**config.mk**
```make
export PLATFORM = sky130hd
export DESIGN_NAME = alu_op_decoder
export DESIGN_NICKNAME = d
export VERILOG_FILES = /design/src/rtl/alu_pkg.sv /design/src/rtl/alu_op_decode_comb.sv /design/src/rtl/alu_op_decoder.sv
export SDC_FILE = /design/constraint.sdc
export NUM_CORES = 1
export LEC_CHECK = 0
export ABC_AREA = 1
export BUFFER_PORTS_ARGS = -buffer_cell sky130_fd_sc_hd__buf_2
export CORE_ASPECT_RATIO = 1.1
export CORE_MARGIN = 1.5
export CORE_UTILIZATION = 50
export CTS_CLUSTER_DIAMETER = 30
export CTS_CLUSTER_SIZE = 14
export DETAILED_ROUTE_END_ITERATION = 6
export GPL_TIMING_DRIVEN = 0
export PLACE_DENSITY = 0.78
export SYNTH_ARGS = -nofsm -noshare
export SYNTH_HDL_FRONTEND = slang
export SYNTH_SLANG_ARGS = --single-unit
```
**constraint.sdc**
```tcl
create_clock -name clk -period 1.9 [get_ports clk]
set_input_delay 0.475 -clock clk [delete_from_list [all_inputs] [get_ports clk]]
set_output_delay 0.475 -clock clk [all_outputs]
set_load 0.01 [all_outputs]
```
**src/rtl/alu_pkg.sv**
```systemverilog
// Shared ALU op codes, RV32I opcodes and the decoded bundle used by the
// decode stage and the ALU execute unit.
package alu_pkg;

    localparam logic [3:0] ALU_PASS_B = 4'b0000;
    localparam logic [3:0] ALU_ADD    = 4'b0001;
    localparam logic [3:0] ALU_SUB    = 4'b0010;
    localparam logic [3:0] ALU_AND    = 4'b0011;
    localparam logic [3:0] ALU_OR     = 4'b0100;
    localparam logic [3:0] ALU_XOR    = 4'b0101;
    localparam logic [3:0] ALU_SLL    = 4'b0110;
    localparam logic [3:0] ALU_SRL    = 4'b0111;
    localparam logic [3:0] ALU_SRA    = 4'b1000;
    localparam logic [3:0] ALU_SLTU   = 4'b1001;
    localparam logic [3:0] ALU_SLT    = 4'b1010;

    localparam logic [6:0] OPC_OP     = 7'b0110011;
    localparam logic [6:0] OPC_OP_IMM = 7'b0010011;
    localparam logic [6:0] OPC_LUI    = 7'b0110111;
    localparam logic [6:0] OPC_AUIPC  = 7'b0010111;
    localparam logic [6:0] OPC_LOAD   = 7'b0000011;
    localparam logic [6:0] OPC_STORE  = 7'b0100011;
    localparam logic [6:0] OPC_BRANCH = 7'b1100011;
    localparam logic [6:0] OPC_JAL    = 7'b1101111;
    localparam logic [6:0] OPC_JALR   = 7'b1100111;

    typedef struct packed {
        logic [3:0]  alu_ctrl;
        logic        a_sel_pc;
        logic        b_sel_imm;
        logic [31:0] imm;
        logic [4:0]  rs1;
        logic [4:0]  rs2;
        logic [4:0]  rd;
        logic        reg_we;
        logic        mem_re;
        logic        mem_we;
        logic        branch;
        logic        jump;
        logic        illegal;
    } decode_bundle_t;

    // Shared by OP and OP-IMM; alt is funct7[5] where it is meaningful.
    function automatic logic [3:0] arith_op(input logic [2:0] funct3, input logic alt);
        case (funct3)
            3'b000:  arith_op = alt ? ALU_SUB : ALU_ADD;
            3'b001:  arith_op = ALU_SLL;
            3'b010:  arith_op = ALU_SLT;
            3'b011:  arith_op = ALU_SLTU;
            3'b100:  arith_op = ALU_XOR;
            3'b101:  arith_op = alt ? ALU_SRA : ALU_SRL;
            3'b110:  arith_op = ALU_OR;
            default: arith_op = ALU_AND;
        endcase
    endfunction

endpackage

```
**src/rtl/alu_op_decode_comb.sv**
```systemverilog
// Combinational RV32I decode: instruction word to ALU op, operand selects,
// immediate, register indices and control flags.
module alu_op_decode_comb
    import alu_pkg::*;
(
    input  logic [31:0]    instr,
    output decode_bundle_t dec
);

    logic [6:0]  opcode;
    logic [6:0]  funct7;
    logic [2:0]  funct3;
    logic [31:0] imm_i, imm_s, imm_b, imm_u, imm_j;
    logic        bad;

    assign opcode = instr[6:0];
    assign funct3 = instr[14:12];
    assign funct7 = instr[31:25];

    assign imm_i = {{20{instr[31]}}, instr[31:20]};
    assign imm_s = {{20{instr[31]}}, instr[31:25], instr[11:7]};
    assign imm_b = {{19{instr[31]}}, instr[31], instr[7], instr[30:25], instr[11:8], 1'b0};
    assign imm_u = {instr[31:12], 12'b0};
    assign imm_j = {{11{instr[31]}}, instr[31], instr[19:12], instr[20], instr[30:21], 1'b0};

    always_comb begin
        dec     = '0;
        bad     = 1'b0;
        dec.rs1 = instr[19:15];
        dec.rs2 = instr[24:20];
        dec.rd  = instr[11:7];
        case (opcode)
            OPC_OP: begin
                dec.alu_ctrl = arith_op(funct3, funct7[5]);
                dec.reg_we   = 1'b1;
                bad = !(funct7 == 7'b0000000 ||
                        (funct7 == 7'b0100000 && (funct3 == 3'b000 || funct3 == 3'b101)));
            end
            OPC_OP_IMM: begin
                // instr[30] is an immediate bit except on right shifts
                dec.alu_ctrl  = arith_op(funct3, (funct3 == 3'b101) && funct7[5]);
                dec.b_sel_imm = 1'b1;
                dec.reg_we    = 1'b1;
                if (funct3 == 3'b001 || funct3 == 3'b101) begin
                    dec.imm = {27'b0, instr[24:20]};
                    bad = !(funct7 == 7'b0000000 ||
                            (funct3 == 3'b101 && funct7 == 7'b0100000));
                end else begin
                    dec.imm = imm_i;
                end
            end
            OPC_LUI: begin
                dec.alu_ctrl  = ALU_PASS_B;
                dec.b_sel_imm = 1'b1;
                dec.imm       = imm_u;
                dec.reg_we    = 1'b1;
            end
            OPC_AUIPC: begin
                dec.alu_ctrl  = ALU_ADD;
                dec.a_sel_pc  = 1'b1;
                dec.b_sel_imm = 1'b1;
                dec.imm       = imm_u;
                dec.reg_we    = 1'b1;
            end
            OPC_LOAD: begin
                dec.alu_ctrl  = ALU_ADD;
                dec.b_sel_imm = 1'b1;
                dec.imm       = imm_i;
                dec.reg_we    = 1'b1;
                dec.mem_re    = 1'b1;
            end
            OPC_STORE: begin
                dec.alu_ctrl  = ALU_ADD;
                dec.b_sel_imm = 1'b1;
                dec.imm       = imm_s;
                dec.mem_we    = 1'b1;
            end
            OPC_BRANCH: begin
                dec.branch = 1'b1;
                dec.imm    = imm_b;
                case (funct3)
                    3'b000, 3'b001: dec.alu_ctrl = ALU_SUB;
                    3'b100, 3'b101: dec.alu_ctrl = ALU_SLT;
                    3'b110, 3'b111: dec.alu_ctrl = ALU_SLTU;
                    default:        bad = 1'b1;
                endcase
            end
            OPC_JAL: begin
                dec.alu_ctrl  = ALU_ADD;
                dec.a_sel_pc  = 1'b1;
                dec.b_sel_imm = 1'b1;
                dec.imm       = imm_j;
                dec.reg_we    = 1'b1;
                dec.jump      = 1'b1;
            end
            OPC_JALR: begin
                dec.alu_ctrl  = ALU_ADD;
                dec.b_sel_imm = 1'b1;
                dec.imm       = imm_i;
                dec.reg_we    = 1'b1;
                dec.jump      = 1'b1;
            end
            default: bad = 1'b1;
        endcase
        // Illegal bundles keep the raw register indices but no side effects
        if (bad) begin
            dec.alu_ctrl  = ALU_PASS_B;
            dec.a_sel_pc  = 1'b0;
            dec.b_sel_imm = 1'b0;
            dec.imm       = '0;
            dec.reg_we    = 1'b0;
            dec.mem_re    = 1'b0;
            dec.mem_we    = 1'b0;
            dec.branch    = 1'b0;
            dec.jump      = 1'b0;
        end
        dec.illegal = bad;
    end

endmodule

```
**src/rtl/alu_op_decoder.sv**
```systemverilog
// Registered decode stage between fetch and execute: valid/ready input,
// single-entry output register with stall and flush.
module alu_op_decoder
    import alu_pkg::*;
#(
    parameter int XLEN = 32
) (
    input  logic            clk,
    input  logic            rst_n,
    input  logic            in_valid,
    output logic            in_ready,
    input  logic [XLEN-1:0] in_instr,
    input  logic [XLEN-1:0] in_pc,
    input  logic            flush,
    output logic            out_valid,
    input  logic            out_ready,
    output logic [3:0]      alu_ctrl,
    output logic            a_sel_pc,
    output logic            b_sel_imm,
    output logic [XLEN-1:0] imm,
    output logic [4:0]      rs1,
    output logic [4:0]      rs2,
    output logic [4:0]      rd,
    output logic            reg_we,
    output logic            mem_re,
    output logic            mem_we,
    output logic            branch,
    output logic            jump,
    output logic            illegal,
    output logic [XLEN-1:0] out_pc
);

    decode_bundle_t  dec_next;
    decode_bundle_t  dec_q;
    logic [XLEN-1:0] pc_q;
    logic            valid_q;
    logic            load;

    alu_op_decode_comb u_decode (
        .instr (in_instr),
        .dec   (dec_next)
    );

    assign in_ready = !valid_q || out_ready;
    assign load     = in_valid && in_ready && !flush;

    always_ff @(posedge clk or negedge rst_n) begin
        if (!rst_n) begin
            valid_q <= 1'b0;
            dec_q   <= '0;
            pc_q    <= '0;
        end else if (flush) begin
            valid_q <= 1'b0;
        end else if (load) begin
            valid_q <= 1'b1;
            dec_q   <= dec_next;
            pc_q    <= in_pc;
        end else if (out_ready) begin
            valid_q <= 1'b0;
        end
    end

    assign out_valid = valid_q;
    assign alu_ctrl  = dec_q.alu_ctrl;
    assign a_sel_pc  = dec_q.a_sel_pc;
    assign b_sel_imm = dec_q.b_sel_imm;
    assign imm       = dec_q.imm;
    assign rs1       = dec_q.rs1;
    assign rs2       = dec_q.rs2;
    assign rd        = dec_q.rd;
    assign reg_we    = dec_q.reg_we;
    assign mem_re    = dec_q.mem_re;
    assign mem_we    = dec_q.mem_we;
    assign branch    = dec_q.branch;
    assign jump      = dec_q.jump;
    assign illegal   = dec_q.illegal;
    assign out_pc    = pc_q;

endmodule
```
-- Word-level counts from Yosys, hierarchy flattened
Cells that the tools add are included.
- word-level logic and storage cells: 88
- bits in registers: 92
- output and inout bits: 93
- input port bits: 69
- multiplexer cells: 25
- reductions and logical operators: 30
- bitwise gates (word level): 1
- equality and inequality tests: 17
- operators with widths (kind ; count):
    $pmux 32 s6 ; 1
    $pmux 4 s7 ; 2
    $mux 38 ; 1
    $mux 32 ; 1
    $eq 7x6->1 const B ; 4
    $eq 7x7->1 const B ; 3
    $pmux 4 s4 ; 1
    $eq 7x5->1 const B ; 2
    $reduce_or 2->1 ; 7
    $reduce_or 7->1 ; 2
    $eq 3x3->1 const B ; 4
    $mux 1 ; 12
    $pmux 4 s3 ; 1
    $reduce_or 6->1 ; 2
    $mux 4 ; 2
    $eq 7x2->1 const B ; 1
    $logic_not 7->1 ; 1
    $eq 3x2->1 const B ; 2
    $logic_and 1x1->1 ; 5
    $logic_or 1x1->1 ; 5
    $mux 5 ; 1
    $reduce_or 5->1 ; 1
    $logic_not 1->1 ; 4
    $mux 2 ; 2
    6 further kinds ; 6

-- Logic depth before layout (Yosys ltp)
Gate-level depths: netlist (run 1).
- word-level depth: 7
- gate-level depth with buffers: 12
- mapped depth without buffers: 11

-- By module
From an unflattened synthesis (run 1), not the netlist that was laid out.
- cell total of the unflattened synthesis: 643
- area total of the unflattened synthesis: 4971.0 µm²
- modules (own cells, without submodules) (module ; seq. area each (µm²) ; times used ; area each (µm²) ; cells an instance):
    alu_op_decoder ; 2302.2 ; 1 ; 3743.6 ; 400
    alu_op_decode_comb ; 0.0 ; 1 ; 1227.4 ; 243

-- Worst setup path before layout (run 1)
No wires, ideal clock.
- kind: input to register
- from: input in_instr[1]
- to: register dec_q (netlist bit imm[12])
- slack: 0.353 ns
- data arrival time: 1.431 ns
- setup time: 0.116 ns
- stages: 9
- data required time: 1.784 ns
- path buffers: 1
- cell sequence: nand2_2 -> nor2_1 -> o21ai_1 -> nand3_1 -> nor2_1 -> nor2_4 -> buf_4 -> nand2_1 -> nand2_1
- longest elaborated chain between the ends: 4
- elaborated cells between the ends (all ways): 15
- those cells by class: eq/ne: 9; mux: 3; reduce/logical: 3
- ends and longest elaborated chain (item ; RTL line ; text):
    from (decl) ; alu_op_decoder.sv:12 ; input logic [XLEN-1:0] in_instr,
    $eq 7x6->1, or another cell as far along ; alu_op_decode_comb.sv:32 ; case (opcode)
    $reduce_or 6->1 (no line) or $reduce_or 2->1 (tied branches) ; -- ;
    $pmux 1 s4 or $pmux 32 s6 (tied branches) ; alu_op_decode_comb.sv:32 ;
    $mux 38 * ; alu_op_decode_comb.sv:106 ; if (bad) begin
    to (signal assigned) ; alu_op_decoder.sv:56 ; dec_q <= dec_next;
    to (decl) ; alu_op_decoder.sv:34 ; decode_bundle_t dec_q;
Mark *: on every way between the ends. The rest lies on a longest branch, timed or not.
A chain may end at the register's enable or synchronous reset.

-- Final worst setup path (run 1)
- from: register valid_q, in the netlist out_valid
- to: register pc_q[7], in the netlist out_pc[7]
- longest elaborated chain between the ends: 5
- ends and longest elaborated chain (item ; RTL line ; text):
    from (decl) ; alu_op_decoder.sv:36 ; logic valid_q;
    from (signal assigned) ; alu_op_decoder.sv:49 ; valid_q <= 1'b0;
    from (signal assigned) ; alu_op_decoder.sv:53 ; valid_q <= 1'b0;
    from (signal assigned) ; alu_op_decoder.sv:55 ; valid_q <= 1'b1;
    $logic_not 1->1 ; alu_op_decoder.sv:44 ; assign in_ready = !valid_q || out_ready;
    $logic_or 1x1->1 ; alu_op_decoder.sv:44 ;
    $logic_and 1x1->1 (2 in a row) ; alu_op_decoder.sv:45 ; assign load = in_valid && in_ready && !flush;
    $reduce_and 2->1 (no line) ; -- ;
    to (signal assigned) ; alu_op_decoder.sv:57 ; pc_q <= in_pc;
    to (decl) ; alu_op_decoder.sv:35 ; logic [XLEN-1:0] pc_q;
Every way passes these cells.

==> impl_metrics.yaml, run 1 <==
power:
  power_density_mw_per_mm2: 777
  p_leak_nw: 3.42
  intPower_w: 0.00317
  vdd_ir_drop_max_v: 0.000344
  total_power_w: 0.00441
  p_sw_frac: 0.280
  power_frac_seq: 0.497
  power_frac_clock: 0.342
  netSwitchingPower_w: 0.00124
  comb_power_share: 0.161
logic_synthesis:
  ys_warn_count: 0
  syn_area_per_cell_um2: 7.35
  async_reset_ff_frac: 1.00
  synthCells: 605
  synth.top_cell.area_share: 0.518
  synth_most_common_cell: "nand2_1"
  netlist_top_cells_area: "dfrtp_1 (52%), nand2_1 (25%), nor2_1 (4.4%), nand3_1 (4.2%), inv_1 (3.2%)"
  synth_top_cell_by_area: "dfrtp_1"
  ys_ff_latch: 92
  synthesis.nets: 674
  synthFlopType: "dfrtp_1"
  synth_area_mm2: 0.00445
  synth-edff-count: 0
  synth_cell_types: 24
  seq_area_frac_synth: 0.518
  synth_common_cells: "nand2_1 (293), dfrtp_1 (92), nor2_1 (52)"
grt:
  grt_pass1_wl_mm: 19.3
  grtUsageTotal: 0.262
  grt_overflow: 0
  grt_max_degree: 66
  grt_pass1_vias: 4114
  antenna_found_initial: 0
sta:
  slew_headroom: 0.619
  period_needed_ns: 1.73
  hold_viol_final: 0
  finalSetupViolations: 0
  rsz0062_at_grt: "no"
  setup_tns_ns: 0
  fin_ws_ns: 0.171
  fin_crit_sh: 0.910
  fmax_mhz: 578
  worstMarginPinSlew_ns: 0.571
  holdWs_ns: 0.0160
  fin_skew_ns: 0.0118
  slew_viol_final: 0
floorplanning:
  start_util: 0.524
  die_h_um: 102
  fp.dieW_um: 92.9
  io_pins: 162
  coreArea_mm2: 0.00850
  fp-row-count: 35
  dieArea_mm2: 0.00947
detailed_routing:
  postRouteAntennaNets: 0
  drt_iter0_drc: 225
  wirelength_mm: 12.1
  vias_per_cell: 4.94
  drc: 0
  num_vias: 4425
  firstDrtPassIters: 7
  wl_per_cell_um: 13.5
clock_network:
  clk_pin_slew_worst_paths_ns: 0.10
  clockBufferDepth: 2
  cts-root-buf: "clkbuf_8"
  cts.sinks: 92
  tritoncts: "built"
  htreeDepth: 3
  cts_inserted_buffers: 9
  clk_latency_ns: 0.36
hold_path:
  hp-class: "input port to asynchronous set/reset pin"
worst_setup_path:
  ff2ff_path_depth: 8
  reg2reg_to: "out_pc[7]"
  crit_type: "flip-flop to flip-flop"
  rrSetupSlack_ns: 0.17
  crit_fanout: 10
  crit_path_start: "out_valid"
  critPathMaxStageDelay_ns: 0.38
  critPathCapture: "out_pc[7]"
  worst_path_most_repeated_cell: "nand2_1"
  critPathLaunchType: "flip-flop"
  worst_path_max_delay_cell: "dfrtp_1"
  cp.required_ns: 2.20
  critPathCaptureType: "flip-flop"
  arrival_ns: 2.03
  path_cells: "inv_1 -> nor2_1 -> nor3_4 -> buf_4 -> buf_2 -> buf_1 -> nand2_1 -> nand2_1"
  r2r-start: "out_valid"
final_layout:
  drive_above_1_share: 0.277
  area_growth_pct: 27.4
  n_antenna_cell: 0
  fin_nets: 848
  final_cell_area_mm2: 0.00567
flow_run:
  cap_violations: 0
placed_design:
  dp_hpwl_mm: 9.26
  dp_slack_ns: -0.0902
  placed_cell_area_mm2: 0.00542
  gp_congestion: 0.962
  io_buffers: 160
run_status:
  status: "completed"
[sequential cells by signal (all words and copies together), names as in the netlist]
signal / cells
illegal: 1
out_pc: 32
mem_we: 1
rs2: 5
branch: 1
imm: 32
b_sel_imm: 1
rd: 5
reg_we: 1
rs1: 5
jump: 1
out_valid: 1
mem_re: 1
a_sel_pc: 1
alu_ctrl: 4
[critical path: cells and delay by family (launching register included)]
kind	cells	cell delay (ns)
buf+inv	4	0.82
flops	1	0.38
simple gates	4	0.45
[how the worst min path moves through the flow]
stage | startpoint | to | slack (ns) | cells after the start
2_1_floorplan | rst_n | a_sel_pc | 0.18 | 0
3_3_place_gp | out_pc[11] | out_pc[11] | 0.45 | 2
3_5_place_dp | rst_n | out_pc[2] | 0.43 | 1
4_1_cts | rst_n | out_pc[3] | 0.03 | 1
5_1_grt | rst_n | out_pc[3] | 0.04 | 1
6_report | rst_n | out_pc[2] | 0.02 | 1
[final cells by class]
type                    instances  area (µm²)
repair buffers                163         846
clock inverters                 6        93.8
clock buffers                  10         138
inverters                      47         176
fillers                       757        2830
flip-flops and latches         92        2300
well taps                     111         139
plain buffers                  26         143
multi-input cells             440        1830
[power groups by stage]
stage          Clock (W)  Sequential (W)  Combinational, W
2_1_floorplan          0         0.00231          0.000262
3_3_place_gp           0         0.00222          0.000689
3_5_place_dp           0         0.00223          0.000712
4_1_cts          0.00153         0.00219          0.000713
5_1_grt          0.00162         0.00221          0.000796
6_report         0.00151         0.00219          0.000709
[layer usage]
layer / up-vias / GRT usage / wire (µm) / share of wire
met5: - / 0 / 0 / 0
met4: 0 / 0.133 / 408 / 0.034
met3: 27 / 0.0372 / 776 / 0.064
met2: 165 / 0.446 / 5790 / 0.48
met1: 2024 / 0.329 / 5080 / 0.42
li1: 2209 / - / - / -
[stage by stage]
stage / utilization / std cells
finish: 0.667 / 895
global route: 0.667 / 895
CTS: 0.665 / 893
detailed placement: 0.638 / 877
global placement: 0.634 / 876
floorplan: - / 605
[timing repair]
action	4_1_cts	5_1_grt
hold buffers	0	0
resized for setup	0	2
endpoints found under the setup margin	0	10
setup buffers	0	2
[placed cells by master (no fill, tap or decap), types with 2 or more instances in the layout]
cell type	synthesis	final
clkbuf_8	0	10
o22ai_1	2	2
nand3_1	37	37
dfrtp_1	92	92
buf_6	4	4
inv_1	38	38
nor2_1	52	52
a21oi_1	5	5
bufinv_16	0	2
inv_2	9	9
clkbuf_1	13	13
o21ai_1	4	4
o21ai_0	24	24
nand4_1	3	3
nor2_4	3	3
inv_6	0	2
buf_2	6	164
nor2_2	6	6
buf_4	1	4
nand2_2	6	6
nand2_1	293	293
[logic make-up (layout without fill, tap and decap cells)]
group                  Yosys count  in the layout  share of synthesized area
and+or+nand+nor                403            403                      0.368
DFF                             92             92                      0.518
buffers and inverters           73            252                     0.0709
AOI/OAI and AO/OA               37             37                     0.0430
No activity file was read; power rests on OpenSTA's default activity.
==> inputs of run 2 (changes only) <==
--- a/config.mk
+++ b/config.mk
@@ -10,6 +10,7 @@
 export CORE_ASPECT_RATIO = 1.1
 export CORE_MARGIN = 1.5
 export CORE_UTILIZATION = 50
+export CTS_BUF_LIST = sky130_fd_sc_hd__clkbuf_16
 export CTS_CLUSTER_DIAMETER = 30
 export CTS_CLUSTER_SIZE = 14
 export DETAILED_ROUTE_END_ITERATION = 6
==> impl_metrics.yaml, run 2 (synthesis results as in run 1) <==
detailed_routing:
  vias_per_cell: 4.91
  num_vias: 4398
  wl_per_cell_um: 13.4
  drt_iter0_drc: 247
  wirelength_mm: 12.0
  postRouteAntennaNets: 0
  drc: 0
  firstDrtPassIters: 5
final_layout:
  drive_above_1_share: 0.276
  fin_nets: 848
  fill_cells: 739
  multi_input_area_mm2: 0.00183
  area_growth_pct: 29.4
  layout_commonest_cell: "nand2_1"
  seqCellArea_mm2: 0.00230
  mostFrequentLayoutCells: "nand2_1 (293), buf_2 (165), dfrtp_1 (92), nor2_1 (52), inv_1 (38)"
  n_antenna_cell: 0
floorplanning:
  io_pins: 162
  fp-row-count: 35
  start_util: 0.524
  coreArea_mm2: 0.00850
  die_h_um: 102
  fp.dieW_um: 92.9
  dieArea_mm2: 0.00947
sta:
  period_needed_ns: 1.74
  holdWs_ns: 0.0585
  slew_headroom: 0.629
  fmax_mhz: 576
  hold_viol_final: 0
  fin_crit_sh: 0.914
  finalSetupViolations: 0
  worstMarginPinSlew_ns: 0.556
  rsz0062_at_grt: "no"
  setup_tns_ns: 0
  fin_skew_ns: 0.00880
  slew_viol_final: 0
clock_network:
  clockBufferDepth: 2
  clk_pin_slew_worst_paths_ns: 0.07
  cts.sinks: 92
  clk_latency_ns: 0.34
  cts_hold_buf: 0
  cts-root-buf: "clkbuf_16"
  tritoncts: "built"
  htreeDepth: 3
  cts_inserted_buffers: 9
grt:
  grt_max_degree: 66
  grt_pass1_vias: 4074
  antenna_found_initial: 0
  grt_pass1_wl_mm: 19.2
  grt_overflow: 0
  grtUsageTotal: 0.262
placed_design:
  io_buffers: 160
  dp_hpwl_mm: 9.26
  gp_congestion: 0.962
power:
  netSwitchingPower_w: 0.00127
  power_frac_clock: 0.398
  intPower_w: 0.00354
  power_frac_seq: 0.455
  p_sw_frac: 0.264
  power_density_mw_per_mm2: 836
  vdd_ir_drop_max_v: 0.000434
  p_leak_nw: 3.46
  comb_power_share: 0.147
worst_setup_path:
  worst_path_most_repeated_cell: "nand2_1"
  cp.required_ns: 2.17
  crit_fanout: 10
  cp_num_buf_inv: 5
  crit_type: "flip-flop to flip-flop"
  critPathCaptureType: "flip-flop"
  critPathLaunchType: "flip-flop"
  path_cells: "inv_1 -> nor2_1 -> nor3_4 -> buf_4 -> inv_2 -> buf_2 -> clkbuf_2 -> nand2_1 -> nand2_1"
  critPathTopFamily: "buffers and inverters"
  worst_path_max_delay_cell: "dfrtp_1"
  critPathMaxStageDelay_ns: 0.34
  arrival_ns: 2.01
run_status:
  status: "completed"
flow_run:
  cap_violations: 0
hold_path:
  hp-class: "input port to asynchronous set/reset pin"
-- run 2: metrics by stage --
stage               setup WS (ns)  total power (W)  cells  utilization  area (µm²)
floorplan                   0.353          0.00257    605            -        4450
global placement           -0.425          0.00291    876        0.634        5390
detailed placement        -0.0902          0.00294    877        0.638        5420
CTS                        0.0818          0.00485    893        0.676        5740
global route              0.00636          0.00505    895        0.678        5760
finish                      0.163          0.00481    895        0.678        5760
-- run 2: power groups by stage --
stage          logic [W]  registers, W  clock network, W
6_report        0.000708       0.00219           0.00192
5_1_grt         0.000795       0.00221           0.00205
4_1_cts         0.000714       0.00219           0.00195
3_5_place_dp    0.000712       0.00223                 0
3_3_place_gp    0.000689       0.00222                 0
2_1_floorplan   0.000262       0.00231                 0
-- run 2: cell type report --
class / instances / area share
Clock inverter: 7 / 0.0170
Clock buffer: 9 / 0.0391
Sequential cell: 92 / 0.400
Timing Repair Buffer: 163 / 0.147
Multi-Input combinational cell: 440 / 0.318
Inverter: 47 / 0.0306
Buffer: 26 / 0.0243
Tap cell: 111 / 0.0241
-- run 2: timing repair --
| item | 4_1_cts | 5_1_grt |
|---|---|---|
| buffers inserted | 0 | 2 |
| hold endpoints to repair | 0 | 0 |
| gates resized for setup | 0 | 1 |
| setup endpoints to repair | 0 | 10 |
-- run 2: path summary, 6_finish.rpt --
path,startpoint,endpoint,slack [ns],depth (start not counted)
worst max-delay path,out_valid,out_pc[7],0.16,9
worst max register to register,out_valid,out_pc[7],0.16,9
max in group asynchronous,rst_n,out_pc[15],1.21,2
min in group clk,flush,out_valid,0.33,2
worst min-delay path,rst_n,out_pc[2],0.06,1
worst min register to register,rd[3],rd[3],0.47,2
-- run 2: routing by layer --
layer  share of wire  vias to the layer above  GRT usage
met1            0.42                     2005      0.331
met5               0                        -          0
li1                -                     2210          -
met2            0.49                      162      0.442
met3           0.068                       21     0.0461
met4           0.027                        0      0.117
==> inputs of run 3 (changes only) <==
--- a/config.mk
+++ b/config.mk
@@ -9,13 +9,13 @@
 export BUFFER_PORTS_ARGS = -buffer_cell sky130_fd_sc_hd__buf_2
 export CORE_ASPECT_RATIO = 1.1
 export CORE_MARGIN = 1.5
-export CORE_UTILIZATION = 50
+export CORE_UTILIZATION = 54
 export CTS_BUF_LIST = sky130_fd_sc_hd__clkbuf_16
 export CTS_CLUSTER_DIAMETER = 30
 export CTS_CLUSTER_SIZE = 14
 export DETAILED_ROUTE_END_ITERATION = 6
 export GPL_TIMING_DRIVEN = 0
-export PLACE_DENSITY = 0.78
+export PLACE_DENSITY = 0.83
 export SYNTH_ARGS = -nofsm -noshare
 export SYNTH_HDL_FRONTEND = slang
 export SYNTH_SLANG_ARGS = --single-unit
==> constraint.sdc (replaced) <==
create_clock -name clk -period 2.15 [get_ports clk]
set_input_delay 0.5375 -clock clk [delete_from_list [all_inputs] [get_ports clk]]
set_output_delay 0.5375 -clock clk [all_outputs]
set_load 0.01 [all_outputs]
==> impl_metrics.yaml, run 3 (synthesis results as in run 1) <==
detailed_routing:
  wirelength_mm: 12.2
  num_vias: 4417
  drc: 0
  drt_iter0_drc: 216
  postRouteAntennaNets: 0
  wl_per_cell_um: 13.7
  vias_per_cell: 4.96
  firstDrtPassIters: 5
clock_network:
  clockBufferDepth: 2
  htreeDepth: 3
  cts-root-buf: "clkbuf_16"
  cts_inserted_buffers: 9
  clk_pin_slew_worst_paths_ns: 0.06
  post_cts_buffers: 0
  cts_hold_buf: 0
  tritoncts: "built"
  clk_latency_ns: 0.34
  post_cts_resized: 0
  cts.sinks: 92
sta:
  finalSetupViolations: 0
  fin_ws_ns: 0.380
  worstMarginPinSlew_ns: 0.585
  rsz0062_at_grt: "no"
  slew_viol_final: 0
  setup_tns_ns: 0
  holdWs_ns: 0.152
  fin_crit_sh: 0.823
  fmax_mhz: 565
  hold_viol_final: 0
  fin_skew_ns: 0.00860
  slew_headroom: 0.610
  period_needed_ns: 1.77
power:
  vdd_ir_drop_max_v: 0.000412
  power_frac_seq: 0.456
  power_density_mw_per_mm2: 741
  netSwitchingPower_w: 0.00113
  p_sw_frac: 0.265
  power_frac_clock: 0.396
  p_leak_nw: 3.45
  comb_power_share: 0.148
  intPower_w: 0.00312
final_layout:
  n_antenna_cell: 0
  multi_input_area_mm2: 0.00183
  drive_above_1_share: 0.271
  layout_commonest_cell: "nand2_1"
  fill_cells: 674
  fin_nets: 846
  mostFrequentLayoutCells: "nand2_1 (293), buf_2 (165), dfrtp_1 (92), nor2_1 (52), inv_1 (39)"
  area_growth_pct: 28.8
  final_cell_area_mm2: 0.00573
  seqCellArea_mm2: 0.00230
  final_util: 0.720
worst_setup_path:
  critPathTopFamily: "buffers and inverters"
  crit_fanout: 10
  cp_num_cells: 8
  cp.required_ns: 2.42
  critPathLaunchType: "flip-flop"
  cp_num_buf_inv: 4
  critPathMaxStageDelay_ns: 0.36
  worst_path_most_repeated_cell: "nand2_1"
  path_cells: "inv_1 -> nor2_1 -> nor3_4 -> inv_2 -> buf_2 -> buf_1 -> nand2_1 -> nand2_1"
  worst_path_max_delay_cell: "buf_1"
  crit_type: "flip-flop to flip-flop"
  critPathCaptureType: "flip-flop"
  ff2ff_path_depth: 8
  arrival_ns: 2.04
floorplanning:
  dieArea_mm2: 0.00879
  die_h_um: 98.2
  coreArea_mm2: 0.00796
  fp.dieW_um: 89.5
  io_pins: 162
  fp-row-count: 34
  start_util: 0.559
flow_run:
  cap_violations: 0
grt:
  grt_overflow: 0
  grtUsageTotal: 0.289
  grt_max_degree: 59
  grt_pass1_wl_mm: 19.5
  antenna_found_initial: 0
  grt_pass1_vias: 4124
placed_design:
  placed_cell_area_mm2: 0.00541
  dp_slack_ns: 0.0633
  dp_hpwl_mm: 9.25
  gp_congestion: 0.964
  io_buffers: 160
hold_path:
  hp-class: "input port to asynchronous set/reset pin"
run_status:
  status: "completed"
[run 3: cell count changes in the layout (fill, tap and decap cells not counted)]
cell and change:
clkbuf_2 -1, buf_4 -2, clkinv_2 +1, inv_1 +1, clkinvlp_4 -1, buf_1 +1
clkinv_4 -1
[run 3: cell type report]
type                       instances  share of cell area
sequential                        92               0.402
multi-input combinational        440               0.320
timing repair buffer             161               0.145
clock buffer                       9              0.0393
inverter                          47              0.0308
buffer                            26              0.0242
tap                              108              0.0236
clock inverter                     7              0.0157
[run 3: metrics by stage]
step	total power, W	std cells
final	0.00425	890
after global routing	0.00443	890
after CTS	0.00428	890
after detailed placement	0.00260	874
after global placement	0.00257	873
after floorplan	0.00227	605
[run 3: worst reg2reg max path, delay by kind of cell (launching register included)]
family	cells	cell delay [ns]
buf+inv	4	0.88
flops	1	0.34
simple gates	4	0.50
[run 3: final timing paths]
check                                    to        from  slack, ns
worst max-delay path              out_pc[7]   out_valid       0.38
worst min-delay path             out_pc[20]       rst_n       0.15
worst max register to register    out_pc[7]   out_valid       0.38
worst min register to register   out_pc[10]  out_pc[10]       0.47
max in group asynchronous       alu_ctrl[3]       rst_n       1.36
min in group clk                 out_pc[18]   in_pc[18]       0.40
[run 3: power by group through the flow]
stage / combinational [W] / clock (W) / sequential (W)
floorplan: 0.000231 / 0 / 0.00204
CTS: 0.000636 / 0.00171 / 0.00194
global route: 0.000711 / 0.00177 / 0.00195
detailed placement: 0.000633 / 0 / 0.00197
finish: 0.000628 / 0.00168 / 0.00194
global placement: 0.000613 / 0 / 0.00196
[run 3: metal layers]
metal	track usage	vias up	part of all wire
met5	0	-	0
met4	0.0911	0	0.016
met3	0.0389	17	0.059
met2	0.486	155	0.50
met1	0.383	2046	0.42
li1	-	2199	-
